**src/rtl/filt_ppd_pkg.sv**
```systemverilog
// filt_ppd_pkg: shared constants, types and helpers for the polyphase
// decimation filter (filt_ppd). The optional pipeline stage in front of the
// accumulator is enabled by defining FILT_PPD_PIPE_EN.
package filt_ppd_pkg;

    localparam int C_IDATA_WIDTH  = 8;
    localparam int C_COEFF_WIDTH  = 16;
    localparam int C_COEFF_LENGTH = 8;
    localparam int C_ODATA_WIDTH  = C_IDATA_WIDTH + C_COEFF_WIDTH + $clog2(C_COEFF_LENGTH);
    localparam int C_IDX_WIDTH    = $clog2(C_COEFF_LENGTH);

    typedef logic signed [C_IDATA_WIDTH-1:0]               sample_t;
    typedef logic signed [C_IDATA_WIDTH+C_COEFF_WIDTH-1:0] product_t;
    typedef logic signed [C_ODATA_WIDTH-1:0]               acc_t;

    // Prototype impulse response h[0..N-1].
    localparam logic signed [C_COEFF_WIDTH-1:0] C_H [C_COEFF_LENGTH] = '{
        16'sd1, 16'sd2, 16'sd3, 16'sd4, 16'sd5, 16'sd6, 16'sd7, 16'sd8
    };

    // Taps held by each branch: ceil(n/m).
    function automatic int f_taps_per_branch(input int n, input int m);
        return (n + m - 1) / m;
    endfunction

    // Coefficient j of an n-tap filter; taps past the end of the filter are zero.
    function automatic int f_coeff(input int j, input int n);
        if (j >= 0 && j < n && j < C_COEFF_LENGTH)
            return int'(C_H[j[C_IDX_WIDTH-1:0]]);
        return 0;
    endfunction

endpackage

```
**src/rtl/filt_ppd_if.sv**
```systemverilog
// filt_ppd_if: sample-in / decimated-sample-out bus of filt_ppd.
// The master drives samples, the slave (the filter) returns results.
interface filt_ppd_if #(
    parameter int gp_idata_width = 8,
    parameter int gp_odata_width = 27
);
    logic                             i_ena;
    logic signed [gp_idata_width-1:0] i_data;
    logic signed [gp_odata_width-1:0] o_data;
    logic                             o_valid;

    modport master (output i_ena, i_data, input  o_data, o_valid);
    modport slave  (input  i_ena, i_data, output o_data, o_valid);
endinterface

```
**src/rtl/filt_ppd_branch.sv**
```systemverilog
// filt_ppd_branch: one polyphase branch. Holds a K-entry delay line and
// produces the dot product of its coefficients h[k*M+p] with the line as it
// will look after the current shift.
module filt_ppd_branch
    import filt_ppd_pkg::*;
#(
    parameter int gp_idata_width       = 8,
    parameter int gp_coeff_width       = 16,
    parameter int gp_coeff_length      = 8,
    parameter int gp_decimation_factor = 4,
    parameter int gp_odata_width       = 27,
    parameter int gp_branch            = 0
) (
    input  logic                             i_clk,
    input  logic                             i_rst,
    input  logic                             i_shift,
    input  logic signed [gp_idata_width-1:0] i_data,
    output logic signed [gp_odata_width-1:0] o_partial
);
    localparam int K  = f_taps_per_branch(gp_coeff_length, gp_decimation_factor);
    localparam int PW = gp_idata_width + gp_coeff_width;

    logic signed [gp_idata_width-1:0] line [K];
    logic signed [gp_idata_width-1:0] taps [K];

    // Post-shift view of the delay line: new sample in slot 0.
    always_comb begin
        taps[0] = i_data;
        for (int k = 1; k < K; k++) taps[k] = line[k-1];
    end

    // Delay line advances only when this branch receives a sample.
    always_ff @(posedge i_clk) begin
        // NOTE: sequential state uses non-blocking (<=) so every register sees
        // pre-edge values. The delay line is cleared on reset as well, because
        // a reset must leave no residue of an earlier frame in later outputs.
        if (i_rst) begin
            for (int k = 0; k < K; k++) line[k] <= '0;
        end else if (i_shift) begin
            line <= taps;
        end
    end

    // Full-precision products, sign-extended and summed at output width.
    always_comb begin
        logic signed [gp_coeff_width-1:0] coef;
        logic signed [PW-1:0]             prod;
        // NOTE: every variable gets a value before any conditional/loop use so
        // no latch is inferred.
        coef      = '0;
        prod      = '0;
        o_partial = '0;
        for (int k = 0; k < K; k++) begin
            coef      = gp_coeff_width'(f_coeff(k * gp_decimation_factor + gp_branch, gp_coeff_length));
            prod      = taps[k] * coef;
            o_partial = o_partial + gp_odata_width'(prod);
        end
    end

endmodule

```
**src/rtl/filt_ppd.sv**
```systemverilog
// filt_ppd: polyphase decimation filter, M inputs per output.
// Define FILT_PPD_PIPE_EN to register the branch partial, the phase-end flag
// and the enable in front of the accumulator (latency 2 instead of 1).
module filt_ppd
    import filt_ppd_pkg::*;
#(
    parameter int gp_idata_width       = 8,
    parameter int gp_decimation_factor = 4,
    parameter int gp_coeff_length      = 8,
    parameter int gp_coeff_width       = 16,
    parameter int gp_comm_phase        = 0,
    parameter int gp_odata_width       = gp_idata_width + gp_coeff_width + $clog2(gp_coeff_length)
) (
    input  logic     i_clk,
    input  logic     i_rst,
    filt_ppd_if.slave bus
);
    localparam int M    = gp_decimation_factor;
    localparam int PH_W = $clog2(M);

    logic [PH_W-1:0]                  phase;
    logic [PH_W-1:0]                  sel;
    logic                             last;
    logic [M-1:0]                     shift;
    logic signed [gp_odata_width-1:0] partials [M];
    logic signed [gp_odata_width-1:0] acc;

    logic                             acc_en;
    logic                             acc_last;
    logic signed [gp_odata_width-1:0] acc_part;

    assign last = (phase == PH_W'(M - 1));
    assign sel  = PH_W'(M - 1) - phase;

    for (genvar b = 0; b < M; b++) begin : g_branch
        assign shift[b] = bus.i_ena && (sel == PH_W'(b));

        filt_ppd_branch #(
            .gp_idata_width      (gp_idata_width),
            .gp_coeff_width      (gp_coeff_width),
            .gp_coeff_length     (gp_coeff_length),
            .gp_decimation_factor(M),
            .gp_odata_width      (gp_odata_width),
            .gp_branch           (b)
        ) u_branch (
            .i_clk    (i_clk),
            .i_rst    (i_rst),
            .i_shift  (shift[b]),
            .i_data   (bus.i_data),
            .o_partial(partials[b])
        );
    end

    // Commutator: advances per accepted sample, wraps from M-1 to 0.
    always_ff @(posedge i_clk) begin
        if (i_rst)          phase <= PH_W'(gp_comm_phase);
        else if (bus.i_ena) phase <= last ? '0 : phase + 1'b1;
    end

`ifdef FILT_PPD_PIPE_EN
    logic                             en_q;
    logic                             last_q;
    logic signed [gp_odata_width-1:0] part_q;

    // Pipeline stage between branch sum and accumulator; reset drops it.
    always_ff @(posedge i_clk) begin
        if (i_rst) begin
            en_q   <= 1'b0;
            last_q <= 1'b0;
            part_q <= '0;
        end else begin
            en_q   <= bus.i_ena;
            last_q <= last;
            part_q <= partials[sel];
        end
    end

    assign acc_en   = en_q;
    assign acc_last = last_q;
    assign acc_part = part_q;
`else
    assign acc_en   = bus.i_ena;
    assign acc_last = last;
    assign acc_part = partials[sel];
`endif

    // Accumulate partials over a frame; dump to the output at frame end.
    always_ff @(posedge i_clk) begin
        if (i_rst) begin
            acc         <= '0;
            bus.o_data  <= '0;
            bus.o_valid <= 1'b0;
        end else begin
            bus.o_valid <= 1'b0;
            if (acc_en) begin
                if (acc_last) begin
                    bus.o_data  <= acc + acc_part;
                    bus.o_valid <= 1'b1;
                    acc         <= '0;
                end else begin
                    acc <= acc + acc_part;
                end
            end
        end
    end

endmodule

```
**src/flat_wrapper.sv**
```systemverilog
// flat-port wrapper written by rule: the top's interface ports become plain ports
module filt_ppd_flat import filt_ppd_pkg::*;
#(
    parameter int gp_idata_width       = 8,
    parameter int gp_decimation_factor = 4,
    parameter int gp_coeff_length      = 8,
    parameter int gp_coeff_width       = 16,
    parameter int gp_comm_phase        = 0,
    parameter int gp_odata_width       = gp_idata_width + gp_coeff_width + $clog2(gp_coeff_length)
)
  (i_clk, i_rst, bus_i_ena, bus_i_data, bus_o_data, bus_o_valid);
  filt_ppd_if #(.gp_idata_width(gp_idata_width), .gp_odata_width(gp_odata_width)) bus_i ();
  input  logic i_clk;
  input  logic i_rst;
  input wire logic [$bits(bus_i.i_ena)-1:0] bus_i_ena;
  input wire logic [$bits(bus_i.i_data)-1:0] bus_i_data;
  output wire logic [$bits(bus_i.o_data)-1:0] bus_o_data;
  output wire logic [$bits(bus_i.o_valid)-1:0] bus_o_valid;
  assign bus_i.i_ena = bus_i_ena;
  assign bus_i.i_data = bus_i_data;
  assign bus_o_data = bus_i.o_data;
  assign bus_o_valid = bus_i.o_valid;
  filt_ppd #(.gp_idata_width(gp_idata_width), .gp_decimation_factor(gp_decimation_factor), .gp_coeff_length(gp_coeff_length), .gp_coeff_width(gp_coeff_width), .gp_comm_phase(gp_comm_phase), .gp_odata_width(gp_odata_width)) u_core (.i_clk(i_clk), .i_rst(i_rst), .bus(bus_i));
endmodule
```
**config.mk**
```make
export PLATFORM = sky130hd
export DESIGN_NAME = filt_ppd_flat
export DESIGN_NICKNAME = d
export VERILOG_FILES = /design/src/rtl/filt_ppd_pkg.sv /design/src/rtl/filt_ppd_if.sv /design/src/rtl/filt_ppd_branch.sv /design/src/rtl/filt_ppd.sv /design/src/flat_wrapper.sv
export SDC_FILE = /design/constraint.sdc
export NUM_CORES = 1
export LEC_CHECK = 0
export BUFFER_PORTS_ARGS = -buffer_cell sky130_fd_sc_hd__buf_4
export CAP_MARGIN = 10
export CORE_ASPECT_RATIO = 1.5
export CORE_MARGIN = 5
export CORE_UTILIZATION = 58
export DETAILED_ROUTE_END_ITERATION = 7
export PLACE_DENSITY = 0.88
export SLEW_MARGIN = 20
export SYNTH_ARGS = -nofsm -noshare
export SYNTH_HDL_FRONTEND = slang
export SYNTH_HIERARCHICAL = 1
export SYNTH_SLANG_ARGS = --single-unit
```
**constraint.sdc**
```tcl
create_clock -name i_clk -period 7.98 [get_ports i_clk]
set_input_delay 1.596 -clock i_clk [delete_from_list [all_inputs] [get_ports i_clk]]
set_output_delay 1.596 -clock i_clk [all_outputs]
set_load 0.01 [all_outputs]
```
==> results of run 1 <==
[timing repair]
action / 4_1_cts / 5_1_grt
hold buffers: 0 / 0
endpoints found under the setup margin: 0 / 1
gates resized for setup: 0 / 1
[registers in the layout, indices dropped and copies added, names as in the netlist]
name and cells:
u_core/g_branch.u_branch/line 32, u_core/acc 27, u_core/bus.o_data 27, u_core/phase 2
u_core/bus.o_valid 1
[per-layer routing]
layer  up-vias  track usage [%]  routed length (um)
met4         0            14.16                1253
met1      3627            27.28                8264
li1       3494                -                   -
met5         -                0                   0
met3       103            3.484                1264
met2       350            42.49               11120
[cells by family (layout without fill, tap and decap cells)]
| kind of cell | after synthesis | count (layout) | share of synthesized area [%] |
|---|---|---|---|
| AOI/OAI and AO/OA | 223 | 223 | 17.37 |
| xor gates and xnor gates | 60 | 60 | 5.757 |
| adders and majority gates | 153 | 153 | 23.77 |
| buffers and inverters | 175 | 171 | 10.39 |
| DFF | 89 | 89 | 19.52 |
| muxes | 63 | 63 | 10.61 |
| other | 2 | 3 | 0.08228 |
| and+or+nand+nor | 239 | 239 | 12.50 |
[Yosys cell counts, drive strengths merged, types with 6 or more instances]
library cell	count	area [sq um]
ha	119	1489
nor2	90	337.8
dfxtp	89	1782
inv	78	292.8
a21oi	72	364.1
buf	70	494.2
nand2	63	239.0
xnor2	39	341.6
mux2i	36	360.4
fa	34	680.7
mux4	27	608.1
o21ai	25	128.9
a21o	24	182.7
clkbuf	23	97.59
xor2	21	183.9
nand3	15	75.07
nor3	15	80.08
a22oi	12	90.09
and2	12	78.83
and3	11	85.08
a211oi	10	80.07
a31oi	9	56.30
o21a	9	68.82
a22o	7	61.31
o211ai	7	57.55
o21bai	7	56.30
a2111oi	6	96.34
o31ai	6	68.81
[tightest hold or removal path, cell delays in order, from the launching register on]
cell and delay (ps):
sky130_fd_sc_hd__dfxtp_1 310, sky130_fd_sc_hd__nand2_1 50, sky130_fd_sc_hd__a21oi_1 50
[worst max-delay path by stage]
stage | end | cells past startpoint | slack [ps]
final | u_core/acc[26] | 23 | 300
after global routing | u_core/acc[26] | 25 | 70
after CTS | u_core/acc[26] | 24 | 330
after detailed placement | u_core/acc[26] | 24 | -20
after global placement | u_core/acc[26] | 24 | 100
after floorplan | u_core/acc[26] | 24 | 30
[metrics by stage]
step / instances / hold slack, ps / area (sq um) / utilization (%)
after floorplan: 1005 / 431.5 / 9131 / -
after global placement: 1188 / 444.4 / 9314 / 59.88
after detailed placement: 1188 / 448.5 / 9314 / 59.88
after CTS: 1204 / 458.9 / 9612 / 61.79
after global routing: 1204 / 484.8 / 9618 / 61.83
final: 1204 / 453.3 / 9618 / 61.83
[power breakdown]
| group | internal, mW | switching (mW) | leakage, nW |
|---|---|---|---|
| registers | 0.505 | 0.0548 | 0.725 |
| logic | 0.576 | 0.739 | 3.62 |
| clock network | 0.221 | 0.221 | 0.143 |
[cell type report]
class | instances | share of cell area [%]
clock buffer | 9 | 2.342
multi-input combinational | 741 | 66.65
sequential | 89 | 18.56
tap | 203 | 2.641
clock inverter | 7 | 0.7545
timing repair buffer | 77 | 6.010
inverter | 78 | 3.044
==> results_tabular.tex, run 1 <==
\begin{tabular}{lr}
\hline
Metric & Value \\
\hline
\multicolumn{2}{l}{\textbf{Outcome}} \\
Result of the run & complete, but fails checks \\
Violated checks & DRC \\
\multicolumn{2}{l}{\textbf{Clocking}} \\
H-tree levels & 3 \\
Post-CTS Setup Inserts & 0 \\
Clock Sink Count & 89 \\
Clock-pin slew reported for the worst setup and hold paths after clock tree synthesis & 80 ps \\
Deepest clock path buffer count & 2 \\
Skew-Pair Late Insertion Delay & 360 ps \\
CTS tree & done \\
Inserted Clock Buffers & 9 \\
CTS Root Cell & sky130\_fd\_sc\_hd\_\_clkbuf\_16 \\
\multicolumn{2}{l}{\textbf{Pwr}} \\
Power per cell area & 241.0 nW/um\^{}2 \\
Static Leak & approximately 4.5 nW \\
Total design power & 2.318 mW \\
Peak VDD IR & 0.1568 mV \\
\multicolumn{2}{l}{\textbf{Global routing}} \\
Pin count of the biggest net entering global routing & 75 \\
Total routing usage reported by global routing & 24.02\% \\
Wire length of the first global-routing pass & 36.30 mm \\
Number of global-route vias before repair & 7776 \\
Total overflow reported by the global router & 0 \\
Antenna violations before repair & 0 \\
\multicolumn{2}{l}{\textbf{Setup path}} \\
Startpoint of the worst-slack reg-to-reg timing path & u\_core/g\_branch[2].u\_branch/line[10] \\
Worst setup path startpoint & bus\_i\_data[2] \\
Buffers and inverters on the worst path & 4 \\
Worst-path maximum fanout & 6 \\
Slowest-stage cell, CP & sky130\_fd\_sc\_hd\_\_fa\_1 \\
Biggest cell delay along the critical path & 560 ps \\
Crit Path Class & primary input to flop \\
Critical register-to-register path endpoint & u\_core/acc[26] \\
Required time worst endpoint & a little over 8000 ps \\
Worst Setup End Kind & flop \\
Data arrival time of the critical path & approximately 8000 ps \\
Cell-by-cell trace of the critical path & buf\_4, ha\_1, inv\_1, fa\_1, inv\_1, fa\_1, fa\_1, ha\_1, buf\_4, a211oi\_1, o21bai\_1, a2111oi\_0, nor3\_1, xor2\_1, mux4\_2, ha\_1, a21o\_2, a31oi\_1, o31a\_4, o31ai\_4, and3b\_2, or4\_1, a31oi\_1 \\
Register-to-register path setup slack & 1170 ps \\
Type of origin of the critical path & primary input \\
Cell type group with the largest total delay on the critical path & adder cells \\
Worst R2R Path Depth & 22 \\
\multicolumn{2}{l}{\textbf{Yosys}} \\
Top FF cell, synth & sky130\_fd\_sc\_hd\_\_dfxtp\_1 \\
Sequential area share after synthesis & 19.52\% \\
Mapped Area & 9128 sq um \\
Post-synthesis register bit count & approximately 90 \\
Mean area per synthesized cell & between 9 and 10 sq um \\
Cell variety after synth & 86 \\
Count of synthesis-stage warnings from yosys & 6 \\
Post-synthesis async set-or-reset flop share & 0\% \\
Count of flip-flops with a built-in enable after synthesis & 0 \\
Gate count after technology mapping & 1004 \\
\multicolumn{2}{l}{\textbf{Die}} \\
Core Rows & 56 \\
Overall die height & 163.6 um \\
Initial Util & 58.68\% \\
Boundary Pins & 39 \\
Die Area & approximately 18000 sq um \\
Core region area & 15550 sq um \\
X dimension of the die & $\sim$110 um \\
\multicolumn{2}{l}{\textbf{STA}} \\
Clock tree skew after final layout & 18.53 ps \\
Highest achievable clock rate & 130.2 MHz \\
Unrepaired setup endpoints after global routing & false \\
Final setup violation count & 0 \\
Count of endpoints failing hold in the final timing report & 0 \\
Final critical-path share of the clock period & 96.25\% \\
Post-layout worst setup margin & 299.4 ps \\
Post-layout min period & 7681 ps \\
Max-slew headroom at the worst pin & 32.29\% \\
Number of max-slew violations in the final report & 0 \\
Slew @ Worst Pin & 1016 ps \\
Setup TNS after final layout & 0 ps \\
\multicolumn{2}{l}{\textbf{Hold path}} \\
Hold Path Stages & 2 \\
Hold Path Class & flop to flop \\
Worst Hold Endpoint & u\_core/bus.o\_data[8] \\
HP Start & u\_core/bus.o\_data[8] \\
\multicolumn{2}{l}{\textbf{Place}} \\
Placer Congestion & 0.9392 \\
Worst Setup Slack post-DPL & -21.88 ps \\
I/O Buffers & 38 \\
Detailed placement HPWL & 16.13 mm \\
\multicolumn{2}{l}{\textbf{Detailed routing}} \\
Routed wirelength normalized by instance count & 18.19 um \\
Number of DRC violations after detailed-routing iteration 0 & 651 \\
Total number of vias & 7574 \\
Final wirelength & 21.90 mm \\
Initial DRT Pass Iterations & 8 \\
Avg Vias per Cell & 6.291 \\
Final ANT Viol Nets & 0 \\
Detailed-route DRC error count & 2 \\
\multicolumn{2}{l}{\textbf{Cells and area}} \\
Layout-stage area growth over the synthesis result & 5.373\% \\
Commonest non-fill, non-tap cell in the layout & sky130\_fd\_sc\_hd\_\_ha\_1 \\
Area taken by flip-flops and latches & 1785 sq um \\
Area used by multi-input combinational logic & between 6000 and 7000 sq um \\
Highest-count cells in the layout ignoring fill and taps & sky130\_fd\_sc\_hd\_\_ha\_1 (119), sky130\_fd\_sc\_hd\_\_nor2\_1 (90), sky130\_fd\_sc\_hd\_\_dfxtp\_1 (88) \\
Antenna cells & 0 \\
Share of layout cells above drive strength 1 & between 10\% and 20\% \\
Number of nets at the end of the flow & 1160 \\
FILL cells & between 1000 and 1500 \\
\multicolumn{2}{l}{\textbf{Run}} \\
Max-capacitance violation count & 0 \\
\hline
\end{tabular}
No activity file was read; power rests on OpenSTA's default activity.
==> inputs of run 2 (changes only) <==
Settings changed: CORE_UTILIZATION 58 to 69, PLACE_DENSITY 0.88 to 0.95.
Clock period 7.98 ns to 9.1 ns, I/O delays scaled along.
==> run 2 against run 1 <==
The run now ends clean. Critical path depth shrank 1. Setup slack better by 340 ps. Sequential power shrank 13%.
==> results_tabular.tex, run 2 (synthesis gave the netlist of run 1 again) <==
\begin{tabular}{lr}
\hline
Metric & Value \\
\hline
\multicolumn{2}{l}{\textbf{Setup path}} \\
Type of origin of the critical path & primary input (unchanged) \\
Data arrival time of the critical path & 8690 ps (was 7960 ps) \\
Startpoint of the worst-slack reg-to-reg timing path & u\_core/g\_branch[2].u\_branch/line[9] (was u\_core/g\_branch[2].u\_branch/line[10]) \\
Cell type group with the largest total delay on the critical path & adder cells (unchanged) \\
Required time worst endpoint & 9330 ps (was 8260 ps) \\
Cell-by-cell trace of the critical path & buf\_4, ha\_1, inv\_1, fa\_1, inv\_1, fa\_1, fa\_1, ha\_1, a211oi\_1, o21bai\_1, a2111oi\_0, nor3\_1, xor2\_1, mux4\_2, ha\_1, nand2\_1, a2111oi\_0, nor2\_1, nand2\_1, a211oi\_1, o21ai\_0, or3b\_2 (was buf\_4, ha\_1, inv\_1, fa\_1, inv\_1, fa\_1, fa\_1, ha\_1, buf\_4, a211oi\_1, o21bai\_1, a2111oi\_0, nor3\_1, xor2\_1, mux4\_2, ha\_1, a21o\_2, a31oi\_1, o31a\_4, o31ai\_4, and3b\_2, or4\_1, a31oi\_1) \\
Worst Setup End Kind & flop (unchanged) \\
Buffers and inverters on the worst path & 3 (was 4) \\
Crit Path Class & primary input to flop (unchanged) \\
Worst R2R Path Depth & 21 (was 22) \\
Critical register-to-register path endpoint & u\_core/bus.o\_data[23] (was u\_core/acc[26]) \\
Biggest cell delay along the critical path & 660 ps (was 560 ps) \\
Register-to-register path setup slack & 1840 ps (was 1170 ps) \\
Worst-path maximum fanout & 10 (was 6) \\
Slowest-stage cell, CP & sky130\_fd\_sc\_hd\_\_a2111oi\_0 (was sky130\_fd\_sc\_hd\_\_fa\_1) \\
Number of logic stages on the critical path including buffering & 22 (was 23) \\
\multicolumn{2}{l}{\textbf{Pwr}} \\
Int Pwr & 1.073 mW (was 1.303 mW) \\
Logic pwr share & 55.9\% (was 56.7\%) \\
Part of the power in registers & 24.8\% (was 24.2\%) \\
Peak VDD IR & 0.1220 mV (was 0.1568 mV) \\
Switching share of power & 45.35\% (was 43.80\%) \\
Clock network fraction of design power & 19.4\% (was 19.1\%) \\
Total design power & 1.963 mW (was 2.318 mW) \\
Static Leak & 4.323 nW (was 4.491 nW) \\
Power per cell area & 210.8 nW/um\^{}2 (was 241.0 nW/um\^{}2) \\
Switching pwr & 890.0 uW (was 1.015 mW) \\
\multicolumn{2}{l}{\textbf{Place}} \\
Detailed placement HPWL & 16.88 mm (was 16.13 mm) \\
I/O Buffers & 38 (unchanged) \\
Post-Place Cell Area & 9011 sq um (was 9314 sq um) \\
Placer Congestion & 0.9615 (was 0.9392) \\
\multicolumn{2}{l}{\textbf{Clocking}} \\
Inserted Clock Buffers & 9 (unchanged) \\
CTS Root Cell & sky130\_fd\_sc\_hd\_\_clkbuf\_16 (unchanged) \\
Clock Sink Count & 89 (unchanged) \\
Skew-Pair Late Insertion Delay & 350 ps (was 360 ps) \\
Deepest clock path buffer count & 2 (unchanged) \\
Post-CTS Setup Inserts & 0 (unchanged) \\
Number of resized instances in the post-cts repair step & 0 (unchanged) \\
Hold-fix buffer count after cts & 0 (unchanged) \\
CTS tree & done (unchanged) \\
Clock-pin slew reported for the worst setup and hold paths after clock tree synthesis & 70 ps (was 80 ps) \\
H-tree levels & 3 (unchanged) \\
\multicolumn{2}{l}{\textbf{STA}} \\
Number of max-slew violations in the final report & 0 (unchanged) \\
Unrepaired setup endpoints after global routing & false (unchanged) \\
Clock tree skew after final layout & 12.08 ps (was 18.53 ps) \\
Final critical-path share of the clock period & between 90\% and 100\% \\
Min Hold Slack & 454.0 ps (was 453.3 ps) \\
Final setup violation count & 0 (unchanged) \\
Max-slew headroom at the worst pin & 26.83\% (was 32.29\%) \\
Highest achievable clock rate & 118.2 MHz \\
Slew @ Worst Pin & 1098 ps (was 1016 ps) \\
Setup TNS after final layout & 0 ps (unchanged) \\
Count of endpoints failing hold in the final timing report & 0 (unchanged) \\
Post-layout min period & 8461 ps \\
\multicolumn{2}{l}{\textbf{Cells and area}} \\
Antenna cells & 0 (unchanged) \\
Share of the core filled with cells & 71.53\% (was 61.83\%) \\
FILL cells & 912 (was 1203) \\
Biggest regs & u\_core/g\_branch.u\_branch/line x32, u\_core/acc x27, u\_core/bus.o\_data x27 (unchanged) \\
Share of layout cells above drive strength 1 & 12.60\% (was 15.58\%) \\
Number of nets at the end of the flow & 1127 (was 1160) \\
Commonest non-fill, non-tap cell in the layout & sky130\_fd\_sc\_hd\_\_ha\_1 (unchanged) \\
Highest-count cells in the layout ignoring fill and taps & sky130\_fd\_sc\_hd\_\_ha\_1 (119), sky130\_fd\_sc\_hd\_\_nor2\_1 (90), sky130\_fd\_sc\_hd\_\_dfxtp\_1 (88) (unchanged) \\
Max reg flops & 32 (unchanged) \\
Final Cell Area & 9311 sq um (was 9618 sq um) \\
Layout-stage area growth over the synthesis result & 2.015\% (was 5.373\%) \\
Largest reg by FF count & u\_core/g\_branch.u\_branch/line (unchanged) \\
\multicolumn{2}{l}{\textbf{Die}} \\
Boundary Pins & 39 (unchanged) \\
Die Area & 15680 sq um (was 18400 sq um) \\
X dimension of the die & 103.9 um (was 112.4 um) \\
Core Rows & 51 (was 56) \\
Core region area & 13020 sq um (was 15550 sq um) \\
Overall die height & 150.9 um (was 163.6 um) \\
Initial Util & 70.12\% (was 58.68\%) \\
\multicolumn{2}{l}{\textbf{Detailed routing}} \\
Final ANT Viol Nets & 0 (unchanged) \\
Avg Vias per Cell & 6.697 (was 6.291) \\
Total number of vias & 7548 (was 7574) \\
Number of DRC violations after detailed-routing iteration 0 & 699 (was 651) \\
Initial DRT Pass Iterations & 5 (was 8) \\
Detailed-route DRC error count & 0 (was 2) \\
Routed wirelength normalized by instance count & 20.75 um (was 18.19 um) \\
Final wirelength & 23.38 mm (was 21.90 mm) \\
\multicolumn{2}{l}{\textbf{Global routing}} \\
Total routing usage reported by global routing & 29.75\% (was 24.02\%) \\
Wire length of the first global-routing pass & 37.94 mm (was 36.30 mm) \\
Antenna violations before repair & 0 (unchanged) \\
Number of global-route vias before repair & 7688 (was 7776) \\
Pin count of the biggest net entering global routing & 75 (unchanged) \\
Total overflow reported by the global router & 0 (unchanged) \\
\multicolumn{2}{l}{\textbf{Hold path}} \\
Worst Hold Endpoint & u\_core/bus.o\_data[5] (was u\_core/bus.o\_data[8]) \\
HP Start & u\_core/bus.o\_data[5] (was u\_core/bus.o\_data[8]) \\
Hold Path Stages & 2 (unchanged) \\
Hold Path Class & flop to flop (unchanged) \\
\multicolumn{2}{l}{\textbf{Run}} \\
Max-capacitance violation count & 0 (unchanged) \\
\multicolumn{2}{l}{\textbf{Outcome}} \\
Result of the run & finished clean (was complete, but fails checks) \\
\hline
\end{tabular}
-- run 2: cell types whose count changed in the layout (fill, tap and decap cells not counted) --
cell	before	now
sky130_fd_sc_hd__clkinvlp_4	1	3
sky130_fd_sc_hd__buf_4	77	44
sky130_fd_sc_hd__inv_8	2	3
sky130_fd_sc_hd__inv_6	1	0
sky130_fd_sc_hd__clkinv_4	2	0
sky130_fd_sc_hd__a21oi_2	2	1
sky130_fd_sc_hd__a21oi_1	70	71
-- run 2: worst max path at each step --
stage	from	to	slack (ps)
CTS	bus_i_data[2]	u_core/bus.o_data[23]	880
detailed placement	bus_i_data[7]	u_core/acc[26]	670
global route	bus_i_data[2]	u_core/bus.o_data[23]	310
global placement	bus_i_data[3]	u_core/acc[26]	830
finish	bus_i_data[2]	u_core/bus.o_data[23]	640
floorplan	bus_i_data[3]	u_core/acc[26]	930
-- run 2: tightest hold or removal path, cell delays in order (launching register included) --
cell and delay (ps):
sky130_fd_sc_hd__dfxtp_1 310, sky130_fd_sc_hd__nand2_1 50, sky130_fd_sc_hd__a21oi_1 50
-- run 2: area by class of cell --
cell class,instances,area [sq um],share of cell area [%]
sequential,89,1785,19.17
multi-input combinational,741,6406,68.80
tap,159,198.9,2.137
inverter,78,292.8,3.144
clock buffer,9,225.2,2.419
timing repair buffer,44,330.3,3.547
clock inverter,7,72.57,0.7794
-- run 2: power by group through the flow --
stage                     registers, mW  clock network, mW  logic [mW]
after floorplan                   0.477                  0       0.887
after global placement            0.490                  0       0.983
after detailed placement          0.493                  0        1.02
after CTS                         0.485              0.383        1.05
after global routing              0.492              0.400        1.18
final                             0.486              0.380        1.10
-- run 2: per-layer routing --
layer	global-route usage (%)	vias up	part of all wire, %	routed length (um)
met3	6.738	149	7.5	1757
li1	-	3432	-	-
met1	30.65	3596	35	8172
met4	21.58	0	7.4	1737
met2	52.87	371	50	11710
met5	0	-	0	0
-- run 2: through the flow --
step / worst slack, ps / std cells
global route: 312.3 / 1127
floorplan: 927.3 / 1005
CTS: 884.5 / 1127
global placement: 827.2 / 1111
detailed placement: 668.4 / 1111
finish: 639.4 / 1127
